--- src/rtl/if_id_stall_ctrl.sv ---
// if_id_stall_ctrl: owns PC and IF/ID, freezes them on load-use stalls, injects ID/EX bubbles, applies branch redirects.
// Define HAZ_STATS_EN to build the saturating stall_cnt/flush_cnt statistics counters.
module if_id_stall_ctrl #(
   parameter logic [31:0] PC_RESET      = 32'h0000_0000,
   parameter int          PC_STEP       = 4,
   parameter int          BUBBLE_CYCLES = 1,
   parameter int          CNT_W         = 16
) (
   input  logic             clk,
   input  logic             rst,
   input  logic             stall,
   input  logic             branch_taken,
   input  logic [31:0]      branch_target,
   input  logic [31:0]      imem_ins,
   output logic [31:0]      pc,
   output logic [31:0]      if_id_ins,
   output logic [31:0]      if_id_pc,
   output logic             id_ex_bubble
`ifdef HAZ_STATS_EN
   ,
   output logic [CNT_W-1:0] stall_cnt,
   output logic [CNT_W-1:0] flush_cnt
`endif
);
   localparam logic RUN  = 1'b0;
   localparam logic HOLD = 1'b1;
   logic       state;
   logic       next_state;
   logic [2:0] hold_cnt;
   logic       enter;
   logic       advance;
   logic       keep_hold;
   always_comb begin
      enter      = (state == RUN) && stall && !branch_taken;
      keep_hold  = (state == HOLD) && (hold_cnt != 3'd0) && !branch_taken;
      advance    = !branch_taken && !enter && !keep_hold;
      next_state = (enter || keep_hold) ? HOLD : RUN;
   end
   always_ff @(posedge clk) begin
      if (rst) begin
         state        <= RUN;
         hold_cnt     <= 3'd0;
         pc           <= PC_RESET;
         if_id_ins    <= 32'd0;
         if_id_pc     <= 32'd0;
         id_ex_bubble <= 1'b0;
      end else begin
         state        <= next_state;
         id_ex_bubble <= (next_state == HOLD);
         hold_cnt     <= enter ? 3'(BUBBLE_CYCLES - 1) : keep_hold ? hold_cnt - 3'd1 : 3'd0;
         if (branch_taken) begin
            pc        <= branch_target;
            if_id_ins <= 32'd0;
            if_id_pc  <= 32'd0;
         end else if (advance) begin
            pc        <= pc + 32'(PC_STEP);
            if_id_ins <= imem_ins;
            if_id_pc  <= pc;
         end
      end
   end
`ifdef HAZ_STATS_EN
   always_ff @(posedge clk) begin
      if (rst) begin
         stall_cnt <= '0;
         flush_cnt <= '0;
      end else begin
         if (state == HOLD && !(&stall_cnt)) stall_cnt <= stall_cnt + 1'b1;
         if (branch_taken && !(&flush_cnt)) flush_cnt <= flush_cnt + 1'b1;
      end
   end
`endif
endmodule

--- config.mk ---
export PLATFORM = sky130hd
export DESIGN_NAME = if_id_stall_ctrl
export DESIGN_NICKNAME = d
export VERILOG_FILES = /design/src/rtl/if_id_stall_ctrl.sv
export SDC_FILE = /design/constraint.sdc
export NUM_CORES = 1
export LEC_CHECK = 0
export CAP_MARGIN = 20
export CORE_MARGIN = 4
export CORE_UTILIZATION = 42
export DETAILED_ROUTE_END_ITERATION = 8
export PLACE_DENSITY = 0.78
export SYNTH_ARGS = -nofsm -noshare
export SYNTH_HDL_FRONTEND = slang
export SYNTH_SLANG_ARGS = --single-unit
--- constraint.sdc ---
create_clock -name clk -period 2.5 [get_ports clk]
set_input_delay 0.5 -clock clk [delete_from_list [all_inputs] [get_ports clk]]
set_output_delay 0.5 -clock clk [all_outputs]
set_load 0.1 [all_outputs]
After elaboration in Yosys (flattened, before gate mapping):

Index checks and enable logic that the tools add are counted.

* flip-flop bits (word level): 100

* mux-type cells: 3
* add/subtract/negate cells: 2
* bitwise logic cells: 2
* reductions and logical operators: 14

Operators by type and width (number)
* $mux 32: 2
* $add 32x3->32 const B: 1
* $logic_and 1x1->1: 6
* $logic_not 1->1: 3
* $reduce_bool 3->1: 1
* $reduce_or 3->1: 1
* $sub 3x1->3 const B: 1
* $not 1->1: 2
* $reduce_bool 2->1: 1
* $reduce_or 2->1: 1
* $logic_or 1x1->1: 1
* $mux 1: 1

Logic depth before layout (Yosys ltp):

* word-level depth: 8
* depth in mapped cells: 9

Least setup slack after synthesis:

OpenSTA, ideal clock, no wires.

* path kind: reg-to-reg
* start point: register pc[7]
* end point: register pc[30]
* period minus slack after synthesis: 2.464 ns
* cell stages (with the launch flop): 5
* required time: 2.384 ns
* arrival time: 2.348 ns
* buffers on the path: 0
* setup slack: 0.036 ns
* cell sequence: dfxtp_1 > and4_4 > o2111ai_1 > or4_1 > and3_1

* cells in the longest elaborated chain, start to end: 3

RTL lines
* start: declaration: RTL line 15 `output logic [31:0] pc,`
* start signal: assignment: RTL line 52 `pc <= branch_target;`
* start signal: assignment: RTL line 56 `pc <= pc + 32'(PC_STEP);`
* $add 32x3->32: RTL line 56
* $mux 32: RTL line 55 `end else if (advance) begin`
* $mux 32: RTL line 51 `if (branch_taken) begin`

No other way between the ends. The select of a mux whose other input is x is not followed.
A chain may end at the register's enable or synchronous reset.

Final worst setup path:

* start point: register hold_cnt[0]
* end point: register pc[31]

* cells in the longest elaborated chain, start to end: 6

RTL lines
* start: declaration: RTL line 29 `logic [2:0] hold_cnt;`
* start signal: assignment: RTL line 50 `hold_cnt <= enter ? 3'(BUBBLE_CYCLES - 1) : keep_hold ? hold_cnt - 3'd1 : 3'd0;`
* $reduce_bool 3->1: RTL line 35 `keep_hold = (state == HOLD) && (hold_cnt != 3'd0) && !branch_taken;`
* $logic_and 1x1->1 (2 in a row): RTL line 35
* $logic_not 1->1: RTL line 36 `advance = !branch_taken && !enter && !keep_hold;`
* $logic_and 1x1->1: RTL line 36
* $reduce_bool 2->1 (no line)

No other way between the ends.

==> impl_metrics.ini <==
[sta]
timing.final.hold_violations = 0
fin_crit_ps = 2110
fin_ws_ps = 392
tightest_slew_ps = 434
tns_ps = 0
relSlewSlack = 0.710
slew_violations = 0
fin_crit_sh = 0.843
setup_viol = 0
fmax_ghz = 0.474
skew_ps = 13.8
rsz0062_at_grt = false

[global_routing]
antenna_found_initial = 0
grt_pass1_wl_mm = 20.6
grt_pass1_vias = 4194
globalRouteOverflowTotal = 0
track_usage = 0.216
grt_max_degree = 66

[die]
die_w_um = 109
fp.dieArea_um2 = 12000
start_util = 0.436
fp.dieH_um = 109
ios = 165
core_um2 = 9910
rows = 36

[route]
avgViaCountPerCell = 5.34
drt-initial-drc-count = 278
routed_wirelength_mm = 13.2
ant_nets = 0
first_pass_iters = 4
vias = 4392
route.detailed.drc = 0
wl_per_cell_um = 16.0

[clock_tree]
cts_tree = done
clockRootBuffer = clkbuf_8
cts_setup_buffers = 0
cts.reportedPaths.clkPinSlew_ps = 100
htree_levels = 3
numCtsBuffers = 9
clkSinkCount = 100
worst_skew_pair.late_latency_ps = 360
ctsResizeCount = 0
clockBufferDepth = 2
ctsHoldBuffers = 0

[placed_design]
hpwl_mm = 9.44
dp.cells = 807
place_congestion = 0.853
pre_cts_slack_ps = 87.9
place_area_um2 = 5880
portBuffers = 164

[critical_path]
reg2reg_from = hold_cnt[0]$_SDFF_PP0_
critPathLaunchType = register
cp.arrival_ps = 2360
crit_path_end_kind = register
reg2reg_setup_slack_ps = 390
critPathKind = register to register
crit_required_ps = 2750
worstRegToRegCells = 7
path_max_fanout = 20
reg2reg_to = pc[31]$_SDFFE_PP0P_

[synthesis]
synth_cell_types = 55
synth_seq_cells = 100
yosys_warnings = 0
async_flop_share = 0
syn_area_um2 = 4320
synth.avg_cell_area_um2 = 8.05
syn_inst = 536
syn-num-nets = 607
yosysSeqAreaShare = 0.464
ys.flop_type = dfxtp_1
synth_edf_count = 0

[power_and_ir_drop]
p_per_area_nw_per_um2 = 634
ir_worst_vdd_uv = 326
leakage_nw = 2.44

[cells_and_area]
fin_area_um2 = 6110
fillers = 884
finalNonFillerCells = 822
fin_nets = 756
syn2layout_area_growth_pct = 41.4
regArea_um2 = 2000
num_antenna_cells = 0
drive_gt1_frac = 0.206
multiInputGateArea_um2 = 2110
final_core_util = 0.616

[min_path]
whs_endpoint = hold_cnt[0]$_SDFF_PP0_
min_path_cells = 1
hp-class = register to register
min_from = hold_cnt[0]$_SDFF_PP0_

[outcome]
status = completed

[run]
max-cap-violations = 0
final cells by class:
cell class                 count  area share
multi-input combinational    386       0.345
tap                          133      0.0273
sequential                   100       0.328
timing repair buffer         179       0.258
clock inverter                 5      0.0139
clock buffer                  10      0.0225
inverter                       9     0.00553
metrics by stage:
stage          total power [mW]  hold slack (ps)
2_1_floorplan              2.45              393
3_3_place_gp               2.75              400
3_5_place_dp               2.76              410
4_1_cts                    3.91              424
5_1_grt                    4.03              457
6_report                   3.87              422
metal layers:
| layer | up-vias | share of wire | GRT usage |
|---|---|---|---|
| li1 | 2180 | - | - |
| met1 | 2033 | 0.43 | 0.273 |
| met2 | 160 | 0.48 | 0.363 |
| met3 | 19 | 0.075 | 0.0482 |
| met4 | 0 | 0.014 | 0.0721 |
| met5 | - | 0 | 0 |
worst max-delay path: stages, from the launching register on:
cell and delay (ps):
dfxtp_1 320, inv_1 80, ha_1 180, and3b_2 360
o211ai_1 170, buf_12 190, o41a_1 390, a2111oi_1 300
layout by cell type, fill, tap and decap left out, types with 6 or more instances in the layout:
cell type | Yosys | layout
nand2_1 | 147 | 146
buf_4 | 1 | 107
dfxtp_1 | 100 | 100
a21oi_1 | 67 | 67
clkdlybuf4s50_1 | 0 | 67
nor2_1 | 31 | 30
o21ai_0 | 12 | 12
clkbuf_8 | 0 | 10
inv_1 | 9 | 9
nand4_1 | 9 | 9
nand3_1 | 8 | 8
a311oi_1 | 8 | 8
nor4_1 | 7 | 7
a211oi_1 | 7 | 7
nor3_1 | 6 | 6
or3_1 | 6 | 6
Yosys cell counts (2+ instances only):
library cell / count / area (um2)
a2111oi_1: 4 / 40.0
a211o_1: 2 / 17.5
a211oi_1: 7 / 52.6
a21oi_1: 67 / 335
a311oi_1: 8 / 70.1
a31oi_1: 4 / 25.0
and3_1: 4 / 25.0
and3_2: 3 / 22.5
and4_1: 5 / 43.8
buf_2: 18 / 90.1
clkbuf_1: 20 / 75.1
dfxtp_1: 100 / 2000
ha_1: 3 / 37.5
inv_1: 9 / 33.8
mux2i_1: 3 / 30.0
nand2_1: 147 / 552
nand3_1: 8 / 40.0
nand4_1: 9 / 56.3
nand4_4: 2 / 42.5
nor2_1: 31 / 116
nor2b_1: 2 / 12.5
nor3_1: 6 / 30.0
nor3b_1: 2 / 15.0
nor4_1: 7 / 43.8
o2111a_1: 4 / 45.0
o2111ai_1: 5 / 43.8
o211ai_1: 3 / 22.5
o21ai_0: 12 / 60.1
o311ai_0: 2 / 17.5
o31a_1: 3 / 26.3
or3_1: 6 / 37.5
or4_1: 2 / 15.0
or4b_1: 3 / 30.0
xor2_1: 4 / 35.0
flip-flops by register name, summed over array words and instances (netlist names):
name,cells
if_id_ins,32
if_id_pc,32
state,1
hold_cnt,3
pc,32
kinds of logic after synthesis:
logic type	count (synthesis)	share of synthesized area
buffers and inverters	50	0.0504
AO/OA/AOI/OAI	127	0.188
multiplexers	3	0.00696
adder cells (fa/ha/maj)	3	0.00870
AND/OR/NAND/NOR	248	0.272
XOR/XNOR	5	0.0101
flip-flops	100	0.464
worst max path at each step:
stage / cells past startpoint / to / slack, ps / start
6_report: 7 / pc[31]$_SDFFE_PP0P_ / 390 / hold_cnt[0]$_SDFF_PP0_
5_1_grt: 7 / pc[31]$_SDFFE_PP0P_ / 200 / hold_cnt[0]$_SDFF_PP0_
4_1_cts: 7 / pc[31]$_SDFFE_PP0P_ / 380 / hold_cnt[0]$_SDFF_PP0_
3_5_place_dp: 6 / pc[31]$_SDFFE_PP0P_ / 90 / stall
3_3_place_gp: 6 / pc[31]$_SDFFE_PP0P_ / 140 / stall
2_1_floorplan: 4 / pc[30]$_SDFFE_PP0P_ / 40 / pc[7]$_SDFFE_PP0P_
power by group:
group	total, mW	internal (mW)	switching, mW
logic	0.985	0.276	0.709
clock network	1.14	0.591	0.552
registers	1.74	1.66	0.0815
No activity file was read; power rests on OpenSTA's default activity.
